--- src/rtl/clk_edge_monitor_if.sv ---
// Signal bundle between the slow toggling source and the edge monitor:
// the toggling input plus the pulse, measurement and health outputs.
interface clk_edge_monitor_if #(
    parameter int CW = 26
);
    logic          sig_in;
    logic          rise_pulse;
    logic          fall_pulse;
    logic [CW-1:0] half_cnt;
    logic          half_valid;
    logic          locked;
    logic          lost;

    modport master (
        output sig_in,
        input  rise_pulse,
        input  fall_pulse,
        input  half_cnt,
        input  half_valid,
        input  locked,
        input  lost
    );

    modport slave (
        input  sig_in,
        output rise_pulse,
        output fall_pulse,
        output half_cnt,
        output half_valid,
        output locked,
        output lost
    );
endinterface

--- src/rtl/clk_edge_monitor.sv ---
// Synchronises a slow toggling signal into clk_in, emits edge pulses, measures
// each half-period and tracks lock/loss against the expected divider setting.
module clk_edge_monitor #(
    parameter int CW       = 26,
    parameter int EXP_HALF = 12500001,
    parameter int TOL      = 1000,
    parameter int LOCK_N   = 4
) (
    input  logic            clk_in,
    input  logic            rst,
    clk_edge_monitor_if.slave mon
);
    typedef enum logic [1:0] {IDLE, ACQ, LOCKED, LOST} state_t;

    localparam int              GW        = $clog2(LOCK_N + 1);
    localparam logic [CW-1:0]   CNT_MAX   = {CW{1'b1}};
    localparam logic [CW-1:0]   HI        = CW'(EXP_HALF + TOL);
    localparam logic [CW-1:0]   LO        = CW'(EXP_HALF - TOL);
    localparam logic [GW-1:0]   GOOD_LOCK = GW'(LOCK_N);

    logic          s1, s2, s3;
    logic          rise_q, fall_q;
    logic [CW-1:0] cnt;
    logic [CW-1:0] meas;
    logic          ev, timeout;
    logic [GW-1:0] good, good_n, good_inc;
    state_t        state, state_n;
    logic          hv_n;
    logic [CW-1:0] hc_n;
    logic [CW-1:0] half_cnt_q;
    logic          half_valid_q, locked_q, lost_q;

    function automatic logic [CW-1:0] sat_inc(input logic [CW-1:0] x);
        return (x == CNT_MAX) ? x : x + 1'b1;
    endfunction

    function automatic logic in_tol(input logic [CW-1:0] m);
        return (m >= LO) && (m <= HI);
    endfunction

    assign ev       = s2 ^ s3;
    assign meas     = sat_inc(cnt);
    assign timeout  = (cnt == HI) && !ev;
    assign good_inc = good + GW'(1);

    // Synchroniser, edge pulses and free-running half-period counter
    always_ff @(posedge clk_in or posedge rst) begin
        if (rst) begin
            s1     <= 1'b0;
            s2     <= 1'b0;
            s3     <= 1'b0;
            rise_q <= 1'b0;
            fall_q <= 1'b0;
            cnt    <= '0;
        end else begin
            s1     <= mon.sig_in;
            s2     <= s1;
            s3     <= s2;
            rise_q <= s2 & ~s3;
            fall_q <= ~s2 & s3;
            cnt    <= ev ? '0 : sat_inc(cnt);
        end
    end

    always_comb begin
        state_n = state;
        good_n  = good;
        hv_n    = 1'b0;
        hc_n    = half_cnt_q;
        case (state)
            IDLE: begin
                if (ev) begin
                    state_n = ACQ;
                    good_n  = '0;
                end
            end
            ACQ: begin
                if (ev) begin
                    hv_n = 1'b1;
                    hc_n = meas;
                    if (in_tol(meas)) begin
                        good_n = good_inc;
                        if (good_inc == GOOD_LOCK)
                            state_n = LOCKED;
                    end else begin
                        good_n = '0;
                    end
                end else if (timeout) begin
                    state_n = LOST;
                end
            end
            LOCKED: begin
                if (ev) begin
                    hv_n = 1'b1;
                    hc_n = meas;
                    if (!in_tol(meas)) begin
                        state_n = ACQ;
                        good_n  = '0;
                    end
                end else if (timeout) begin
                    state_n = LOST;
                end
            end
            LOST: begin
                // Interval since the last toggle is meaningless, so no strobe here
                if (ev) begin
                    state_n = ACQ;
                    good_n  = '0;
                end
            end
            default: state_n = IDLE;
        endcase
    end

    always_ff @(posedge clk_in or posedge rst) begin
        if (rst) begin
            state        <= IDLE;
            good         <= '0;
            half_valid_q <= 1'b0;
            half_cnt_q   <= '0;
            locked_q     <= 1'b0;
            lost_q       <= 1'b0;
        end else begin
            state        <= state_n;
            good         <= good_n;
            half_valid_q <= hv_n;
            half_cnt_q   <= hc_n;
            locked_q     <= (state_n == LOCKED);
            lost_q       <= (state_n == LOST);
        end
    end

    assign mon.rise_pulse = rise_q;
    assign mon.fall_pulse = fall_q;
    assign mon.half_cnt   = half_cnt_q;
    assign mon.half_valid = half_valid_q;
    assign mon.locked     = locked_q;
    assign mon.lost       = lost_q;
endmodule

--- src/flat_wrapper.sv ---
// flat-port wrapper written by rule: the top's interface ports become plain ports
module clk_edge_monitor_flat 
#(
    parameter int CW       = 26,
    parameter int EXP_HALF = 12500001,
    parameter int TOL      = 1000,
    parameter int LOCK_N   = 4
)
  (clk_in, rst, mon_sig_in, mon_rise_pulse, mon_fall_pulse, mon_half_cnt, mon_half_valid, mon_locked, mon_lost);
  clk_edge_monitor_if #(.CW(CW)) mon_i ();
  input  logic clk_in;
  input  logic rst;
  input wire logic [$bits(mon_i.sig_in)-1:0] mon_sig_in;
  output wire logic [$bits(mon_i.rise_pulse)-1:0] mon_rise_pulse;
  output wire logic [$bits(mon_i.fall_pulse)-1:0] mon_fall_pulse;
  output wire logic [$bits(mon_i.half_cnt)-1:0] mon_half_cnt;
  output wire logic [$bits(mon_i.half_valid)-1:0] mon_half_valid;
  output wire logic [$bits(mon_i.locked)-1:0] mon_locked;
  output wire logic [$bits(mon_i.lost)-1:0] mon_lost;
  assign mon_i.sig_in = mon_sig_in;
  assign mon_rise_pulse = mon_i.rise_pulse;
  assign mon_fall_pulse = mon_i.fall_pulse;
  assign mon_half_cnt = mon_i.half_cnt;
  assign mon_half_valid = mon_i.half_valid;
  assign mon_locked = mon_i.locked;
  assign mon_lost = mon_i.lost;
  clk_edge_monitor #(.CW(CW), .EXP_HALF(EXP_HALF), .TOL(TOL), .LOCK_N(LOCK_N)) u_core (.clk_in(clk_in), .rst(rst), .mon(mon_i));
endmodule
--- config.mk ---
export PLATFORM = sky130hd
export DESIGN_NAME = clk_edge_monitor_flat
export DESIGN_NICKNAME = d
export VERILOG_FILES = /design/src/rtl/clk_edge_monitor_if.sv /design/src/rtl/clk_edge_monitor.sv /design/src/flat_wrapper.sv
export SDC_FILE = /design/constraint.sdc
export NUM_CORES = 1
export LEC_CHECK = 0
export BUFFER_PORTS_ARGS = -buffer_cell sky130_fd_sc_hd__buf_2
export CORE_UTILIZATION = 59
export CTS_CLUSTER_SIZE = 8
export DETAILED_ROUTE_END_ITERATION = 8
export GPL_ROUTABILITY_DRIVEN = 0
export GPL_TIMING_DRIVEN = 0
export PLACE_DENSITY = 0.8
export SLEW_MARGIN = 20
export SYNTH_ARGS = -nofsm -noshare
export SYNTH_HDL_FRONTEND = slang
export SYNTH_SLANG_ARGS = --single-unit
--- constraint.sdc ---
create_clock -name clk_in -period 4.5 [get_ports clk_in]
set_input_delay 1.35 -clock clk_in [delete_from_list [all_inputs] [get_ports clk_in]]
set_output_delay 1.35 -clock clk_in [all_outputs]
set_load 0.02 [all_outputs]
After elaboration in Yosys (flattened, before gate mapping)
Cells that the tools add are included.
{ "word_totals": {"out_inout_bits": 31, "ram_bits": 0, "latchBits": 0, "n_memories": 0, "rom_bits": 0, "input_bits": 3, "register_bits": 65} }
{ "op_classes": {"shifts": 0, "n_lt_le_gt_ge": 2, "n_reduce_logical": 8, "n_eq_ne": 12, "n_div": 0, "n_addsub": 2, "n_bitwise": 5, "mux": 18, "multipliers": 0} }
{ "ops": {"columns": ["cell", "n"], "rows": [
  ["$mux 26", 2],
  ["$add 26x1->26 const B", 1],
  ["$eq 26x24->1 const B", 1],
  ["$eq 26x26->1 const B", 1],
  ["$ge 26x24->1 const B", 1],
  ["$le 26x24->1 const B", 1],
  ["$mux 3", 5],
  ["$mux 2", 7],
  ["$pmux 3 s3", 1],
  ["$eq 2x2->1 const B", 4],
  ["$ne 2x1->1 const B", 3],
  ["$pmux 2 s3", 1],
  ["$reduce_and 4->1", 1],
  ["$reduce_or 2->1", 2],
  ["$add 3x1->3 const B", 1],
  ["$eq 3x3->1 const B", 1],
  ["$and 1x1->1", 2],
  ["$eq 2x1->1 const B", 1],
  ["$logic_and 1x1->1", 2],
  ["$logic_not 2->1", 1],
  ["$mux 1", 2],
  ["$ne 2x2->1 const B", 1],
  ["$not 1->1", 2],
  ["$reduce_and 2->1", 1],
  ["other kinds (2)", 2]
]} }

Longest topological paths before layout
Gate-level depths: netlist of run 1.
{ "depth": {"depth_word": 8, "mapped_depth": 12, "ltp_nobuf": 10} }

Least setup slack after synthesis of run 1
Ideal clock, no wire load.
{ "synth_timing": {"path_kind": "reg-to-reg", "startpoint": "register u_core.cnt[0]", "endpoint": "register u_core.lost_q, in the netlist u_core.mon.lost", "slack_ps": 1310, "path_buffers": 2, "stages_incl_launch_ff": 12, "setup_ps": 120, "t_required_ps": 4380, "synth_period_minus_slack_ps": 3190, "arrival_time_ps": 3070, "cell_sequence": "dfrtp_1 > ha_1 > clkbuf_1 > and4_1 > buf_6 > nand2_4 > or4_1 > a221o_1 > nor3b_1 > a2111o_1 > or2_1 > o211a_1"} }
{ "synth_between": {"elab_chain_len": 8} }
{ "synth_rtl": {"columns": ["element", "line_no", "source"], "rows": [
  ["start, declared", "clk_edge_monitor.sv:23", "logic [CW-1:0] cnt;"],
  ["start signal, assigned", "clk_edge_monitor.sv:61", "cnt <= ev ? '0 : sat_inc(cnt);"],
  ["$add 26x1->26 / $eq 26x26->1 (equally long branches)", "clk_edge_monitor.sv:34", "return (x == CNT_MAX) ? x : x + 1'b1;"],
  ["$mux 26", null, null],
  ["$ge 26x24->1 / $le 26x24->1 (equally long branches)", "clk_edge_monitor.sv:38", "return (m >= LO) && (m <= HI);"],
  ["$logic_and 1x1->1", "clk_edge_monitor.sv:38", null],
  ["$mux 2, on equally long branches", "clk_edge_monitor.sv:96, clk_edge_monitor.sv:81", null],
  ["$mux 2, on equally long branches", "clk_edge_monitor.sv:93, clk_edge_monitor.sv:78", null],
  ["$pmux 2 s3 (*)", "clk_edge_monitor.sv:70", "case (state)"],
  ["$eq 2x2->1 (*)", "clk_edge_monitor.sv:129", "lost_q <= (state_n == LOST);"],
  ["end signal, assigned", "clk_edge_monitor.sv:129", null],
  ["end, declared", "clk_edge_monitor.sv:31", "logic half_valid_q, locked_q, lost_q;"]
]} }
Mark *: on every way between the ends. The rest lies on a longest branch, timed or not.
A chain may end at the register's enable or synchronous reset.

Worst setup path after layout of run 1
Ends and elaborated chain as after synthesis.

==> key figures, run 1 <==
Timing
  • Final worst path period need: between 3 and 4 ns
  • Tightest Pin Transition: 0.994 ns
  • Fin crit share: around 82%
  • RSZ-0062 raised after global routing: no
  • Layout Skew: 0.00762 ns
  • Final TNS setup: 0 ns
  • Final setup vio count: 0
  • Max-slew headroom: approximately a third
  • Final Slew Violations: 0
  • Final Hold Fails: 0
  • Fmax: 273 MHz

Routing
  • Pre-Repair DR Iteration Count: 4
  • DRT iter0 DRCs: approximately 270
  • Post-DRT Antenna Nets: 0
  • Vias per inst: around 6.0
  • # DRC: 0
  • Via count: about 2.9k
  • Wire per inst: between 15 and 20 µm
  • Final wirelength: just under 8000 µm

Synthesis
  • Commonest cells in the netlist: dfrtp_1 (65), nand2_1 (44), nor2_1 (42)
  • Post-synthesis sequential area ratio: 47.3%
  • Post-synth EDFFs: 0
  • Dominant synthesized flop cell: dfrtp_1
  • Synth Area per Inst: 9.27 µm²
  • Mapped Nets: 383
  • Synthesized flop and latch total: 65
  • Ys async rst share: 100%
  • Cell area after synthesis: 3440 µm²
  • Unique masters post-synth: 58
  • Post-synth top area share: 47.3%
  • Ys Warns: 0
  • Most common cell in the netlist: dfrtp_1
  • Cells after synthesis: 371
  • Area leader, netlist: dfrtp_1
  • Synth top area cells: dfrtp_1 (47%), o21ai_0 (4.9%), nand2_1 (4.8%), nor2_1 (4.6%), ha_1 (3.3%)

Layout
  • ANT cells: 0
  • Area Overhead vs Synth: 14.3%
  • Nets: approximately 430
  • Layout cells sized above 1: 16.4%
  • Multi-input logic area: 1670 µm²
  • # fillers: 450
  • Storage element area: ~1600 µm²

Clock tree
  • TritonCTS clock tree: done
  • Clock latency at the later pin of the worst-skew pair: 0.35 ns
  • # resized after CTS: 0
  • # Post-CTS Setup Buffers: 0
  • CTS HTree Levels: 3
  • CTS Buf Count: 9
  • Clk slew on worst S/H paths: 0.07 ns
  • Clock Tree Buf Depth: 2
  • Post-CTS Hold Buffers: 0
  • Root Buffer: clkbuf_8
  • Clock Sinks: 65

Place
  • Post-DP HPWL: 5690 µm
  • Port Buffers: 33

Floorplan
  • Core Rows: 27
  • IO Count: 34
  • Chip height: 78.4 µm
  • Die width: 78.4 µm
  • CORE AREA: 5570 µm²
  • Initial Util: around 62%
  • Die ar.: just over 6000 µm²

Flow run
  • Number of max-cap violations: 0

Power
  • Max VDD drop: 0.291 mV
  • Lkg Pwr: 1.84 nW
  • Total power: between 1 and 1.5 mW
  • Power per cell area: approximately 350 nW/µm²

GRT
  • Vias in the first global route: 2836
  • Antenna violations before repair: 0
  • Global-route wire length before repair: approximately 13000 µm
  • Tot GR Track Use: 28.3%
  • Remaining Overflow, GRT: 0
  • Largest net degree at the start of global routing: 50

Setup path
  • CP endpoint kind: flop
  • Reg-to-reg slack, setup: around 0.83 ns
  • Required @ worst endpoint: 4.74 ns
  • Reg2reg end: u_core.mon.lost
  • Worst r2r path cells: 11
  • Startpoint types: flop
  • Worst-path maximum fanout: 10
  • Reg-to-reg startpoint: u_core.cnt[0]
  • Critical setup path kind: flop to flop
  • Arr. time, crit path: a little under 4 ns

Min path
  • Hold_sp: u_core.s1
  • Worst Hold Class: flop to flop
  • Cell count of the worst hold path: 0
  • Worst Hold End: u_core.s2

Status
  • Status: complete, no violations
[registers in the layout, indices dropped and copies added, names as in the netlist]
name / cells
u_core.cnt: 26
u_core.mon.half_cnt: 26
u_core.good: 3
u_core.state: 2
u_core.mon.fall_pulse: 1
u_core.mon.half_valid: 1
u_core.mon.locked: 1
u_core.mon.lost: 1
u_core.mon.rise_pulse: 1
u_core.s1: 1
u_core.s2: 1
u_core.s3: 1
[routing by layer]
| metal | vias up | wire, µm | GRT usage (%) |
|---|---|---|---|
| li1 | 1415 | - | - |
| met1 | 1414 | 3610 | 37.3 |
| met2 | 91 | 3760 | 45.1 |
| met4 | 0 | 117 | 11.1 |
| met5 | - | 0 | 0 |
| met3 | 17 | 393 | 6.86 |
[logic make-up after synthesis]
kind of cell	count (synthesis)	synth area share [%]
AOI/OAI and AO/OA	81	15.4
xor gates and xnor gates	19	4.84
adders and majority gates	9	3.27
buffers and inverters	31	4.18
DFF	65	47.3
muxes	4	1.27
and+or+nand+nor	162	23.8
[per-stage QoR]
| step | setup WS, ns | hold slack, ns | util, % | instances | instance area [µm²] |
|---|---|---|---|---|---|
| floorplan | 1.31 | 0.331 | - | 371 | 3440 |
| global placement | 0.813 | 0.335 | 66.3 | 476 | 3690 |
| detailed placement | 0.895 | 0.341 | 66.8 | 477 | 3720 |
| CTS | 0.879 | 0.357 | 70.5 | 493 | 3930 |
| global route | 0.573 | 0.359 | 70.5 | 493 | 3930 |
| finish | 0.832 | 0.352 | 70.5 | 493 | 3930 |
[critical path, cell delays in order (launching register included)]
cell and delay (ns):
dfrtp_1 0.52, ha_1 0.19, clkbuf_1 0.28, nand4_2 0.34, nor3_2 0.35, buf_4 0.24
o31ai_1 0.12, a221o_1 0.37, nor3b_1 0.18, a2111o_1 0.46, or2_1 0.28, o211a_1 0.23
[area by class of cell]
type	count	area share (%)
Multi-Input combinational cell	275	42.4
Sequential cell	65	41.4
Buffer	21	2.70
Timing Repair Buffer	34	4.90
Clock buffer	14	4.39
Tap cell	72	2.29
Inverter	10	1.02
Clock inverter	2	0.891
[cells in the final DEF (no fill, tap or decap), types with 4 or more instances in the layout]
cell type  count
dfrtp_1       65
nand2_1       44
nor2_1        42
buf_2         37
o21ai_0       34
clkbuf_1      14
clkbuf_8      12
nand3_1       11
xnor2_1       11
nand4_1        9
nor3_1         9
ha_1           9
inv_1          8
and3_1         8
xor2_1         8
nor4_1         7
a21oi_1        7
and4_1         6
a31oi_1        6
and2_1         5
buf_4          4
a211oi_1       4
[report_power, final]
group | internal [mW] | switching, mW | leakage [nW] | total [mW]
registers | 0.611 | 0.0252 | 0.889 | 0.636
logic | 0.0779 | 0.166 | 0.849 | 0.244
clock network | 0.301 | 0.212 | 0.107 | 0.513
[worst max-delay path by stage]
stage                  startpoint              end  slack [ns]  depth (start not counted)
finish              u_core.cnt[0]  u_core.mon.lost        0.83                         11
global route        u_core.cnt[0]  u_core.mon.lost        0.57                         11
CTS                 u_core.cnt[0]  u_core.mon.lost        0.88                         11
detailed placement  u_core.cnt[0]  u_core.mon.lost        0.90                         11
global placement              rst   u_core.cnt[10]        0.81                          2
floorplan           u_core.cnt[0]  u_core.mon.lost        1.31                         11
Power figures use the tool's default switching activity.
==> inputs of run 2 (changes only) <==
--- a/config.mk
+++ b/config.mk
@@ -6,12 +6,12 @@
 export NUM_CORES = 1
 export LEC_CHECK = 0
 export BUFFER_PORTS_ARGS = -buffer_cell sky130_fd_sc_hd__buf_2
-export CORE_UTILIZATION = 59
+export CORE_UTILIZATION = 53
 export CTS_CLUSTER_SIZE = 8
 export DETAILED_ROUTE_END_ITERATION = 8
 export GPL_ROUTABILITY_DRIVEN = 0
 export GPL_TIMING_DRIVEN = 0
-export PLACE_DENSITY = 0.8
+export PLACE_DENSITY = 0.76
 export SLEW_MARGIN = 20
 export SYNTH_ARGS = -nofsm -noshare
 export SYNTH_HDL_FRONTEND = slang
==> constraint.sdc (replaced) <==
create_clock -name clk_in -period 3.2 [get_ports clk_in]
set_input_delay 0.96 -clock clk_in [delete_from_list [all_inputs] [get_ports clk_in]]
set_output_delay 0.96 -clock clk_in [all_outputs]
set_load 0.02 [all_outputs]
==> run 2 against run 1 <==
Against the previous run: the flow now finishes with violations (negative setup slack); cell area grew 11%; worst setup slack lost 0.85 ns; sequential share of layout area shrank 3.7 points; clock skew grew 0.0037 ns; hold slack gained 0.014 ns; wire length grew 12%; die area grew 11%; clock-buffer cell count shrank 4; power grew 47%; global-route usage shrank 0.68 points; sequential power grew 40%; critical path depth is the same.
==> key figures, run 2 (synthesized netlist as in run 1, its figures left out) <==
Status
  • Status: complete, but fails checks
  • Violated checks: negative setup slack

Floorplan
  • CORE AREA: 6100 µm²
  • Chip height: 82.6 µm
  • Die ar.: 6820 µm²
  • Die width: 82.6 µm
  • Core Rows: 28
  • Initial Util: 56.4%
  • IO Count: 34

Timing
  • Max-slew headroom: roughly two thirds
  • Tightest Pin Transition: 0.528 ns
  • Final setup margin: -0.0215 ns
  • Layout Skew: 0.0113 ns
  • RSZ-0062 raised after global routing: yes
  • Final Hold Fails: 0
  • Final setup vio count: 1
  • Final Slew Violations: 0
  • Final TNS setup: -0.0215 ns
  • Fin crit share: 101%
  • Fmax: between 300 and 400 MHz
  • Final worst path period need: around 3.2 ns

Layout
  • Nets: 454
  • Area Overhead vs Synth: 26.4%
  • Storage element area: 1640 µm²
  • Most frequent cells in the layout: dfrtp_1 (57), nand2_1 (44), nor2_1 (42)
  • # fillers: roughly 450
  • Layout cells sized above 1: 28.2%
  • Multi-input logic area: 1820 µm²
  • Most common cell after layout, fill and taps aside: dfrtp_1
  • Final Util: a little under three quarters
  • ANT cells: 0

Clock tree
  • Clock Sinks: between 60 and 70
  • Root Buffer: clkbuf_8
  • TritonCTS clock tree: done
  • Post-CTS Hold Buffers: 0
  • Clk slew on worst S/H paths: 0.08 ns
  • CTS Buf Count: 9
  • Clock latency at the later pin of the worst-skew pair: about 0.35 ns
  • CTS HTree Levels: 3
  • Clock Tree Buf Depth: 2

Min path
  • Cell count of the worst hold path: 0
  • Worst Hold Class: flop to flop

Routing
  • Pre-Repair DR Iteration Count: 5
  • Wire per inst: 16.9 µm
  • # DRC: 0
  • Post-DRT Antenna Nets: 0
  • Final wirelength: between 8000 and 9000 µm
  • Vias per inst: approximately 6.0
  • Via count: around 3.1k
  • DRT iter0 DRCs: 389

GRT
  • Remaining Overflow, GRT: 0
  • Antenna violations before repair: 0
  • Largest net degree at the start of global routing: 37
  • Global-route wire length before repair: 13700 µm
  • Tot GR Track Use: between 20% and 30%
  • Vias in the first global route: 2896

Setup path
  • Reg-to-reg startpoint: u_core.cnt[11]
  • Critical setup path kind: flop to flop
  • Setup crit start: u_core.cnt[11]
  • Worst r2r path cells: 11
  • Required @ worst endpoint: 3.44 ns
  • Reg-to-reg slack, setup: -0.02 ns
  • Worst-path maximum fanout: 7
  • Startpoint types: flop
  • CP endpoint kind: flop
  • Reg2reg end: u_core.mon.lost
  • CP endpoint: u_core.mon.lost
  • Arr. time, crit path: 3.46 ns

Place
  • Port Buffers: 33
  • Post-DP HPWL: 5590 µm

Power
  • Lkg Pwr: around 2 nW
  • Power per cell area: between 400 and 500 nW/µm²
  • Max VDD drop: 0.314 mV

Flow run
  • Number of max-cap violations: 0
==> run 2: changes by cell type in the layout (fill, tap and decap cells not counted), sizes merged <==
cell	previous run	this run
buf	43	71
bufinv	1	2
clkbuf	26	20
clkinvlp	0	3
==> run 2: final cells by class <==
class                           count  share of cell area (%)
Buffer                             18                    2.71
Clock buffer                       10                    3.17
Clock inverter                      6                    2.10
Inverter                           10                   0.921
Multi-Input combinational cell    275                    42.0
Sequential cell                    65                    37.6
Tap cell                           75                    2.16
Timing Repair Buffer               63                    9.35
==> run 2: timing repair <==
action                     CTS  global route
buffers inserted            19            10
setup endpoints to repair    7             7
gates cloned                 0             0
hold endpoints to repair     0             0
pin swaps                    4             9
gates resized for setup     18            30
==> run 2: worst min path at each step <==
stage                   start   endpoint  slack [ns]
floorplan           u_core.s1  u_core.s2        0.33
finish              u_core.s1  u_core.s2        0.37
global placement    u_core.s1  u_core.s2        0.34
detailed placement  u_core.s1  u_core.s2        0.35
CTS                 u_core.s1  u_core.s2        0.37
global route        u_core.s1  u_core.s2        0.38
==> run 2: power by group <==
| group | switching, mW | total [mW] | internal [mW] | leakage (nW) |
|---|---|---|---|---|
| clock network | 0.331 | 0.791 | 0.460 | 0.105 |
| registers | 0.0289 | 0.888 | 0.859 | 0.876 |
| logic | 0.245 | 0.365 | 0.120 | 1.05 |
==> run 2: metrics by stage <==
stage	power (mW)	setup slack [ns]	hold WS, ns	cell area (µm²)	instances
2_1_floorplan	1.14	0.00956	0.331	3440	371
3_3_place_gp	1.23	-0.377	0.336	3700	479
3_5_place_dp	1.24	-0.441	0.350	3720	480
4_1_cts	2.05	0.00110	0.367	4150	513
5_1_grt	2.14	-0.125	0.381	4350	522
6_report	2.04	-0.0215	0.367	4350	522
==> run 2: worst max-delay path, stage by stage (launching register included) <==
cell	delay (ns)
dfrtp_1	0.36
and4_1	0.21
clkbuf_4	0.19
and3_1	0.18
buf_4	0.17
nand2_4	0.08
or4_4	0.49
a221o_1	0.35
nor3b_4	0.18
a2111o_1	0.44
or2_4	0.27
o211a_1	0.20
==> run 2: per-layer routing <==
metal | up-vias | GRT usage (%) | part of all wire, %
met2 | 158 | 42.1 | 47
met4 | 0 | 13.8 | 2.8
li1 | 1474 | - | -
met5 | - | 0 | 0
met3 | 30 | 5.49 | 6.8
met1 | 1487 | 37.4 | 44
==> inputs of run 3 (changes only) <==
--- a/config.mk
+++ b/config.mk
@@ -6,12 +6,12 @@
 export NUM_CORES = 1
 export LEC_CHECK = 0
 export BUFFER_PORTS_ARGS = -buffer_cell sky130_fd_sc_hd__buf_2
-export CORE_UTILIZATION = 53
+export CORE_UTILIZATION = 63
 export CTS_CLUSTER_SIZE = 8
 export DETAILED_ROUTE_END_ITERATION = 8
 export GPL_ROUTABILITY_DRIVEN = 0
 export GPL_TIMING_DRIVEN = 0
-export PLACE_DENSITY = 0.76
+export PLACE_DENSITY = 0.84
 export SLEW_MARGIN = 20
 export SYNTH_ARGS = -nofsm -noshare
 export SYNTH_HDL_FRONTEND = slang
==> constraint.sdc (replaced) <==
create_clock -name clk_in -period 3.8 [get_ports clk_in]
set_input_delay 1.14 -clock clk_in [delete_from_list [all_inputs] [get_ports clk_in]]
set_output_delay 1.14 -clock clk_in [all_outputs]
set_load 0.02 [all_outputs]
==> run 3 against run 2 <==
Against the previous run: the run now ends clean; non-clock buffer count shrank 26; die area shrank 16%; wire length shrank 6.8%; global-route usage grew 4.4 points; critical path type unchanged.
==> key figures, run 3 (synthesized netlist as in run 1, its figures left out) <==
Routing
  • WL met1: 3490 µm
  • Top layer reached by signal wires: met4
  • # DRC: 0
  • DRT iter0 DRCs: 264
  • Routed wl met3: 614 µm
  • Pre-Repair DR Iteration Count: 7
  • Wire per inst: 16.7 µm
  • Via count: 3015
  • Vias per inst: 6.14
  • Post-DRT Antenna Nets: 0
  • DR WL met2: 3920 µm
  • Final wirelength: 8210 µm

Setup path
  • Critical setup path kind: flop to flop
  • Worst-path maximum fanout: 10
  • Startpoint types: flop
  • Required @ worst endpoint: 4.04 ns
  • CP endpoint kind: flop
  • Arr. time, crit path: 3.91 ns

Clock tree
  • Clock Tree Buf Depth: 2
  • CTS Buf Count: 9
  • Clk slew on worst S/H paths: 0.07 ns
  • TritonCTS clock tree: done
  • # Post-CTS Setup Buffers: 0
  • Post-CTS Hold Buffers: 0
  • Root Buffer: clkbuf_8
  • CTS HTree Levels: 3
  • Clock Sinks: 65
  • Clock latency at the later pin of the worst-skew pair: 0.35 ns

Layout
  • Nets: 428
  • # fillers: 386
  • Final Util: 76.4%
  • Most common cell after layout, fill and taps aside: dfrtp_1
  • Finished Cell Area: between 3000 and 4000 µm²
  • ANT cells: 0
  • Layout cells sized above 1: 16.9%
  • Most frequent cells in the layout: dfrtp_1 (65), nand2_1 (44), nor2_1 (42)
  • Area Overhead vs Synth: 14.9%
  • Fin cells: 491

Floorplan
  • Initial Util: between 60 and 70%
  • CORE AREA: 5170 µm²
  • IO Count: 34
  • Core Rows: 26
  • Die ar.: 5760 µm²
  • Chip height: 75.9 µm
  • Die width: 75.9 µm

Timing
  • RSZ-0062 raised after global routing: no
  • Final worst path period need: around 3.7 ns
  • Fin crit share: roughly 97%
  • Tightest Pin Transition: roughly 0.98 ns
  • Final setup margin: ~0.12 ns
  • Final Hold Fails: 0
  • Max-slew headroom: between 30 and 40%
  • Final setup vio count: 0
  • Fmax: 272 MHz
  • Final Slew Violations: 0
  • Final TNS setup: 0 ns
  • Hold slack: 0.379 ns
  • Layout Skew: 0.00886 ns

GRT
  • Global-route wire length before repair: 13400 µm
  • Remaining Overflow, GRT: 0
  • Vias in the first global route: 2895
  • Tot GR Track Use: around a third
  • Largest net degree at the start of global routing: 34
  • Antenna violations before repair: 0

Min path
  • Worst Hold Class: flop to flop

Power
  • Lkg Pwr: about 1.9 nW
  • Total power: 1.72 mW
  • Power per cell area: 434 nW/µm²
  • Max VDD drop: approximately 0.29 mV

Place
  • Area after DPL: 3710 µm²
  • Port Buffers: 33
  • Setup WS pre-CTS: around 0.17 ns
  • Post-DP HPWL: 5850 µm
  • Dpl cells: 475

Flow run
  • Number of max-cap violations: 0

Status
  • Status: complete, no violations
-- run 3: path summary, 6_finish.rpt --
path | from | endpoint | slack, ns | cells past startpoint
min in group asynchronous | rst | u_core.mon.half_cnt[21] | 0.79 | 2
min reg2reg | u_core.s1 | u_core.s2 | 0.38 | 0
max reg2reg | u_core.cnt[0] | u_core.mon.lost | 0.12 | 11
max | u_core.cnt[0] | u_core.mon.lost | 0.12 | 11
max in group asynchronous | rst | u_core.cnt[9] | 2.50 | 3
min | u_core.s1 | u_core.s2 | 0.38 | 0
-- run 3: worst max-delay path, cell delays in order (launching register included) --
cell and delay [ns]:
dfrtp_1 0.51, ha_1 0.19, clkbuf_1 0.34, and4_1 0.27, buf_6 0.15, nand2_4 0.07
or4_1 0.49, a221o_1 0.37, nor3b_1 0.17, a2111o_1 0.47, or2_1 0.29, o211a_1 0.23
-- run 3: timing repair --
action                                 CTS  global route
setup endpoints to repair                0             3
resized for setup                        0             1
endpoints found under the hold margin    0             0
-- run 3: per-layer routing --
metal	up-vias	GRT usage, %
li1	1412	-
met1	1446	40.6
met2	137	52.1
met3	20	8.86
met4	0	12.8
met5	-	0
-- run 3: final cells by class --
cell class              instances  area, µm²  area share [%]
plain buffers                  21        106            2.69
well taps                      70       87.6            2.22
clock inverters                 5       77.6            1.96
inverters                      10       40.0            1.01
multi-input cells             275       1680            42.5
clock buffers                  11        151            3.83
flip-flops and latches         65       1630            41.2
repair buffers                 34        185            4.69
-- run 3: report_power, final --
part           switching (mW)  internal, mW  leakage, nW  total [mW]
Combinational           0.202        0.0921        0.851       0.294
Sequential             0.0289         0.723        0.889       0.752
Clock                   0.267         0.403        0.115       0.670
Total                   0.498          1.22         1.86        1.72
